## src/rtl/laser_pkg.sv

```systemverilog
// Shared definitions for the LASER host: run constants, FSM states and the
// packed {y,x} point format used by the point RAM and the coverage checker.
package laser_pkg;

  localparam int NPTS      = 40;
  localparam int RADIUS_SQ = 16;
  localparam int COORD_W   = 4;
  localparam int PT_W      = 2 * COORD_W;

  typedef enum logic [2:0] {
    IDLE,
    RSTDUT,
    SEND,
    WAIT,
    SCORE,
    REPORT
  } state_t;

  typedef logic [PT_W-1:0] point_t;

  function automatic point_t pack_point(input logic [COORD_W-1:0] x,
                                        input logic [COORD_W-1:0] y);
    return {y, x};
  endfunction

endpackage

```

## src/rtl/laser_cover_chk.sv

```systemverilog
// Combinational test of whether one point lies within the inclusion radius
// of either of two circle centres (all in packed {y,x} format).
module laser_cover_chk
  import laser_pkg::*;
(
  input  logic [PT_W-1:0] pt,
  input  logic [PT_W-1:0] c1,
  input  logic [PT_W-1:0] c2,
  output logic            covered
);

  function automatic logic [8:0] dist_sq(input point_t a, input point_t b);
    logic signed [4:0] dx;
    logic signed [4:0] dy;
    logic signed [7:0] dxe;
    logic signed [7:0] dye;
    logic [7:0]        sx;
    logic [7:0]        sy;
    dx  = $signed({1'b0, a[COORD_W-1:0]}) - $signed({1'b0, b[COORD_W-1:0]});
    dy  = $signed({1'b0, a[PT_W-1:COORD_W]}) - $signed({1'b0, b[PT_W-1:COORD_W]});
    dxe = {{3{dx[4]}}, dx};
    dye = {{3{dy[4]}}, dy};
    // |d| <= 15, so the low 8 bits of the signed product are the exact square.
    sx  = dxe * dxe;
    sy  = dye * dye;
    return {1'b0, sx} + {1'b0, sy};
  endfunction

  logic [8:0] d1_sq;
  logic [8:0] d2_sq;

  always_comb begin
    d1_sq   = dist_sq(pt, c1);
    d2_sq   = dist_sq(pt, c2);
    covered = (d1_sq <= 9'(RADIUS_SQ)) || (d2_sq <= 9'(RADIUS_SQ));
  end

endmodule

```

## src/rtl/laser_host.sv

```systemverilog
// Host side of the LASER interface: loads points, resets and feeds the
// engine, waits for DONE (with timeout) and scores the returned circles.
module laser_host
  import laser_pkg::*;
#(
  parameter int TO_W = 20
) (
  input  logic         CLK,
  input  logic         RST_N,
  input  logic         load_en,
  input  logic [5:0]   load_addr,
  input  logic [3:0]   load_x,
  input  logic [3:0]   load_y,
  input  logic         start,
  output logic         busy,
  output logic         LRST,
  output logic [3:0]   X,
  output logic [3:0]   Y,
  input  logic [3:0]   C1X,
  input  logic [3:0]   C1Y,
  input  logic [3:0]   C2X,
  input  logic [3:0]   C2Y,
  input  logic         DONE,
  output logic         res_valid,
  output logic         res_timeout,
  output logic [7:0]   res_c1,
  output logic [7:0]   res_c2,
  output logic [5:0]   res_cover
);

  point_t ram [NPTS];

  state_t          state_q, state_d;
  logic [5:0]      idx_q, idx_d;
  logic [TO_W-1:0] to_q, to_d;
  logic [TO_W-1:0] to_inc;
  logic [5:0]      acc_q, acc_d;
  point_t          c1_q, c1_d;
  point_t          c2_q, c2_d;
  logic            lrst_q, lrst_d;
  logic [3:0]      x_q, x_d;
  logic [3:0]      y_q, y_d;
  logic            busy_q, busy_d;
  logic            res_valid_q, res_valid_d;
  logic            res_timeout_q, res_timeout_d;
  point_t          res_c1_q, res_c1_d;
  point_t          res_c2_q, res_c2_d;
  logic [5:0]      res_cover_q, res_cover_d;

  point_t rd_pt;
  logic   covered;

  always_ff @(posedge CLK) begin
    if (state_q == IDLE && load_en && load_addr < 6'(NPTS)) begin
      ram[load_addr] <= pack_point(load_x, load_y);
    end
  end

  assign rd_pt = ram[idx_q];

  laser_cover_chk u_cover (
    .pt      (rd_pt),
    .c1      (c1_q),
    .c2      (c2_q),
    .covered (covered)
  );

  always_comb begin
    state_d       = state_q;
    idx_d         = idx_q;
    to_d          = to_q;
    to_inc        = to_q + 1'b1;
    acc_d         = acc_q;
    c1_d          = c1_q;
    c2_d          = c2_q;
    lrst_d        = lrst_q;
    x_d           = x_q;
    y_d           = y_q;
    busy_d        = busy_q;
    res_valid_d   = 1'b0;
    res_timeout_d = res_timeout_q;
    res_c1_d      = res_c1_q;
    res_c2_d      = res_c2_q;
    res_cover_d   = res_cover_q;

    case (state_q)
      IDLE: begin
        lrst_d = 1'b1;
        busy_d = 1'b0;
        if (start) begin
          state_d = RSTDUT;
          busy_d  = 1'b1;
          idx_d   = '0;
        end
      end

      // The X/Y register runs one index ahead so point 0 shows in the first SEND cycle.
      RSTDUT: begin
        lrst_d     = 1'b0;
        {y_d, x_d} = rd_pt;
        idx_d      = idx_q + 6'd1;
        state_d    = SEND;
      end

      SEND: begin
        if (idx_q == 6'(NPTS)) begin
          state_d = WAIT;
          to_d    = '0;
        end else begin
          {y_d, x_d} = rd_pt;
          idx_d      = idx_q + 6'd1;
        end
      end

      WAIT: begin
        to_d = to_inc;
        if (DONE) begin
          c1_d    = {C1Y, C1X};
          c2_d    = {C2Y, C2X};
          idx_d   = '0;
          acc_d   = '0;
          state_d = SCORE;
        end else if (&to_inc) begin
          res_timeout_d = 1'b1;
          res_c1_d      = '0;
          res_c2_d      = '0;
          res_cover_d   = '0;
          res_valid_d   = 1'b1;
          state_d       = REPORT;
        end
      end

      SCORE: begin
        acc_d = acc_q + {5'b0, covered};
        idx_d = idx_q + 6'd1;
        if (idx_q == 6'(NPTS - 1)) begin
          res_timeout_d = 1'b0;
          res_c1_d      = c1_q;
          res_c2_d      = c2_q;
          res_cover_d   = acc_q + {5'b0, covered};
          res_valid_d   = 1'b1;
          state_d       = REPORT;
        end
      end

      REPORT: begin
        busy_d  = 1'b0;
        lrst_d  = 1'b1;
        state_d = IDLE;
      end

      default: state_d = IDLE;
    endcase
  end

  always_ff @(posedge CLK or negedge RST_N) begin
    if (!RST_N) begin
      state_q       <= IDLE;
      idx_q         <= '0;
      to_q          <= '0;
      acc_q         <= '0;
      c1_q          <= '0;
      c2_q          <= '0;
      lrst_q        <= 1'b1;
      x_q           <= '0;
      y_q           <= '0;
      busy_q        <= 1'b0;
      res_valid_q   <= 1'b0;
      res_timeout_q <= 1'b0;
      res_c1_q      <= '0;
      res_c2_q      <= '0;
      res_cover_q   <= '0;
    end else begin
      state_q       <= state_d;
      idx_q         <= idx_d;
      to_q          <= to_d;
      acc_q         <= acc_d;
      c1_q          <= c1_d;
      c2_q          <= c2_d;
      lrst_q        <= lrst_d;
      x_q           <= x_d;
      y_q           <= y_d;
      busy_q        <= busy_d;
      res_valid_q   <= res_valid_d;
      res_timeout_q <= res_timeout_d;
      res_c1_q      <= res_c1_d;
      res_c2_q      <= res_c2_d;
      res_cover_q   <= res_cover_d;
    end
  end

  assign busy        = busy_q;
  assign LRST        = lrst_q;
  assign X           = x_q;
  assign Y           = y_q;
  assign res_valid   = res_valid_q;
  assign res_timeout = res_timeout_q;
  assign res_c1      = res_c1_q;
  assign res_c2      = res_c2_q;
  assign res_cover   = res_cover_q;

endmodule

```

## config.mk

```make
export PLATFORM = sky130hd
export DESIGN_NAME = laser_host
export DESIGN_NICKNAME = d
export VERILOG_FILES = /design/src/rtl/laser_pkg.sv /design/src/rtl/laser_cover_chk.sv /design/src/rtl/laser_host.sv
export SDC_FILE = /design/constraint.sdc
export NUM_CORES = 1
export LEC_CHECK = 0
export ABC_AREA = 0
export BUFFER_PORTS_ARGS = -buffer_cell sky130_fd_sc_hd__buf_2
export CELL_PAD_IN_SITES_DETAIL_PLACEMENT = 1
export CELL_PAD_IN_SITES_GLOBAL_PLACEMENT = 1
export CORE_AREA = 2 2 180 253
export DETAILED_ROUTE_END_ITERATION = 10
export DIE_AREA = 0 0 182 255
export GPL_TIMING_DRIVEN = 0
export HOLD_SLACK_MARGIN = 0.1
export PLACE_DENSITY = 0.78
export SLEW_MARGIN = 5
export SYNTH_ARGS = -nofsm -noshare
export SYNTH_HDL_FRONTEND = slang
export SYNTH_HIERARCHICAL = 1
export SYNTH_SLANG_ARGS = --single-unit
```

## constraint.sdc

```tcl
create_clock -name CLK -period 7.85 [get_ports CLK]
set_input_delay 1.57 -clock CLK [delete_from_list [all_inputs] [get_ports CLK]]
set_output_delay 1.57 -clock CLK [all_outputs]
set_load 0.05 [all_outputs]
```

==> results.md <==
* Initial Utilization at 44.3%
* Placed cells at 1997
* CP max-delay cell: mux4_2
* Cells after synthesis at 1364
* Worst Hold Class: reg -> reg
* Layout cells sized above 1 at 28.7%
* P&R area growth vs syn at 19.1%
* Worst-path clk slew at 60 ps
* Antenna violations before repair at 0
* Worst EP required at 8330 ps
* Min cycle time layout at 8390 ps
* Seq/Total Area, Yosys at 59.7%
* Vias at 12374
* Async set or reset register ratio after synthesis at 21.0%
* Final setup viols at 11
* Crit path max-delay family: adder cells
* Reg2reg start: idx_q[0]
* Global-route wire length before repair at 81300 um
* HP Start: X[0]
* Tcrit/Tclk final at 107%
* Status: finished with violations
* Sink Count at 405
* ANT nets after route at 0
* CTS tree: done
* Post-synth net total at 1507
* Die area at 0.0464 mm2
* All-Layer GR Usage at 23.2%
* Remaining Overflow, GRT at 0
* Final hold vios at 0
* Clock Skew at 20.2 ps
* Rel. slew slack at 34.1%
* Synth area leaders: edfxtp_1 (49%), dfrtp_1 (11%), mux4_2 (9.2%)
* Yosys top cell area share at 48.9%
* Avg Inst Size Synth at 14.4 um2
* End of the worst register-to-register path: res_cover[5]
* DP Wirelength at 35000 um
* Wire length per cell at 25.1 um
* Starting DRC count in detailed routing at 875
* Max-Cap Viols at 0
* Layout Cells excl Fill at 2117
* Fillers at 4324
* Synth cell types at 67
* Clock tree buffer depth at 3
* Primary FF master, synth: edfxtp_1
* Final RePlAce weighted congestion at 0.858
* Number of remaining DRC errors at 0
* Slew @ Worst Pin at 984 ps
* Vias per inst at 5.85
* Worst-Skew Late Latency at 560 ps
* Die width at 182 um
* Die Y at 255 um
* H-tree depth at 2
* Core Rows at 92
* I/O pin total at 69
* Fin util at 52.7%
* Number of iterations in the first detailed-routing pass at 5
* Unrepaired setup endpoints after global routing: yes
* Crit start category: register
* WL final at 53200 um
* # port buffers at 68
* CORE AREA at 0.0444 mm2
* Critical Path End Type: register
* TNS Setup at -3970 ps
* Fmax achieved at 0.119 GHz
* Flop2flop setup slack at -540 ps
* Final nets at 1664
* Worst R2R Path Depth at 34
* Pins Over Slew Limit at 0
* Critical Path Fanout Max at 4
* Mapped cell area at 0.0197 mm2
* Clock root buffer: clkbuf_16
* Largest net degree at the start of global routing at 51
* CTS Buf Count at 41
* Setup ws final at -542 ps
* Buf+Inv Stages, Crit Path at 6
* Synth Register Bits at 405
* Failing checks: negative setup slack
* Vias in the first global route at 13643
* EDFF count, synth at 320
* Worst setup path category: reg -> reg
* Worst path arrival time at 8870 ps
* Hold EP: X[0]
* Synth warn at 6
* Post-synth top area cell: edfxtp_1
* Hold Crit Depth at 1
* Antenna diodes at 0
* Slowest cell delay on critical path at 550 ps
* Setup WS pre-CTS at -1570 ps
[area by class of cell]
class	count	area, um2	area share (%)
tap	564	706	3.01
clock buffer	49	1120	4.77
timing repair buffer	118	836	3.57
buffer	58	413	1.76
clock inverter	26	293	1.25
multi-input combinational	809	8000	34.1
sequential	405	11700	50.1
inverter	88	330	1.41
[sequential cells by signal, summed over array words and instances, names as in the netlist]
name	flops
LRST	1
res_c2	8
ram	320
acc_q	6
state_q	3
X	4
idx_q	6
c2_q	8
Y	4
res_timeout	1
busy	1
to_q	20
res_valid	1
c1_q	8
res_cover	6
res_c1	8
[layer usage]
metal,global-route usage (%),up-vias,wire [um]
met5,0,-,0
met4,10.8,0,2340
met3,2.99,119,2180
met2,43.8,370,29100
met1,26.0,6446,19600
li1,-,5439,-
[cells by family (layout without fill, tap and decap cells)]
group / count (synthesis) / in the layout / synth area share [%]
AOI/OAI and AO/OA: 181 / 181 / 5.71
xor gates and xnor gates: 40 / 40 / 2.06
adders and majority gates: 108 / 108 / 8.63
buffers and inverters: 150 / 339 / 3.18
DFF: 405 / 405 / 59.7
muxes: 105 / 105 / 10.6
and+or+nand+nor: 375 / 375 / 10.2
[synthesized netlist by cell type, drive strengths merged, types with 2 or more instances]
| cell type | count |
|---|---|
| a31oi | 21 |
| xnor3 | 4 |
| nor3b | 3 |
| and3 | 16 |
| nor2 | 66 |
| a21o | 16 |
| o31ai | 8 |
| edfxtp | 320 |
| or3b | 5 |
| and3b | 6 |
| a21oi | 46 |
| mux4 | 80 |
| o22ai | 17 |
| and4 | 3 |
| nand2 | 83 |
| nand4b | 4 |
| or2 | 6 |
| nand4 | 16 |
| o41ai | 2 |
| o21a | 5 |
| dfrtp | 84 |
| o21ai | 51 |
| or3 | 7 |
| a22oi | 5 |
| clkbuf | 33 |
| nand2b | 21 |
| fa | 46 |
| mux2 | 24 |
| ha | 62 |
| buf | 29 |
| nor2b | 22 |
| xor2 | 6 |
| nand3 | 47 |
| or2b | 3 |
| nand3b | 7 |
| a22o | 2 |
| o221ai | 2 |
| or4 | 3 |
| xnor2 | 30 |
| nor4 | 12 |
| nor3 | 22 |
| inv | 88 |
| and2 | 22 |
[worst max-delay path by stage]
stage | cells past startpoint | start | to | slack, ps
floorplan | 34 | idx_q[0] | res_cover[5] | 4
global placement | 31 | idx_q[1] | res_cover[5] | -1350
detailed placement | 34 | idx_q[1] | res_cover[5] | -1570
CTS | 34 | idx_q[0] | res_cover[4] | -380
global route | 32 | idx_q[1] | res_cover[5] | -800
finish | 34 | idx_q[0] | res_cover[5] | -540
[worst reg2reg max path, delay by kind of cell (launching register included)]
kind | cells | cell delay (ps)
adders and majority gates | 8 | 2820
xor gates and xnor gates | 1 | 350
AOI/OAI and AO/OA | 10 | 1600
and+or+nand+nor | 8 | 1940
muxes | 1 | 550
buffers and inverters | 6 | 690
DFF | 1 | 380
[per-stage QoR]
| step | instance area, um2 | hold WS, ps |
|---|---|---|
| 2_1_floorplan | 19800 | 451 |
| 3_3_place_gp | 20800 | 471 |
| 3_5_place_dp | 20800 | 483 |
| 4_1_cts | 23300 | 496 |
| 5_1_grt | 23400 | 531 |
| 6_report | 23400 | 508 |
[what timing repair did]
action,in CTS,in global routing
setup endpoints to repair,12,12
pin swaps,67,24
gates resized for setup,134,23
hold buffers,0,0
setup buffers,36,12
gates cloned,2,0
[cell usage in the layout, fill, tap and decap left out, types with 43 or more instances in the layout]
| cell type | instances |
|---|---|
| inv_1 | 81 |
| buf_4 | 46 |
| ha_1 | 49 |
| clkbuf_16 | 43 |
| mux4_2 | 80 |
| buf_2 | 76 |
| o21ai_0 | 47 |
| nand3_1 | 45 |
| edfxtp_1 | 320 |
| nand2_1 | 81 |
| nor2_1 | 65 |
| dfrtp_1 | 82 |
Power is left out: the tool's default activity adds up to more than one toggle a clock period on the data nets, which glitch-free logic cannot reach.
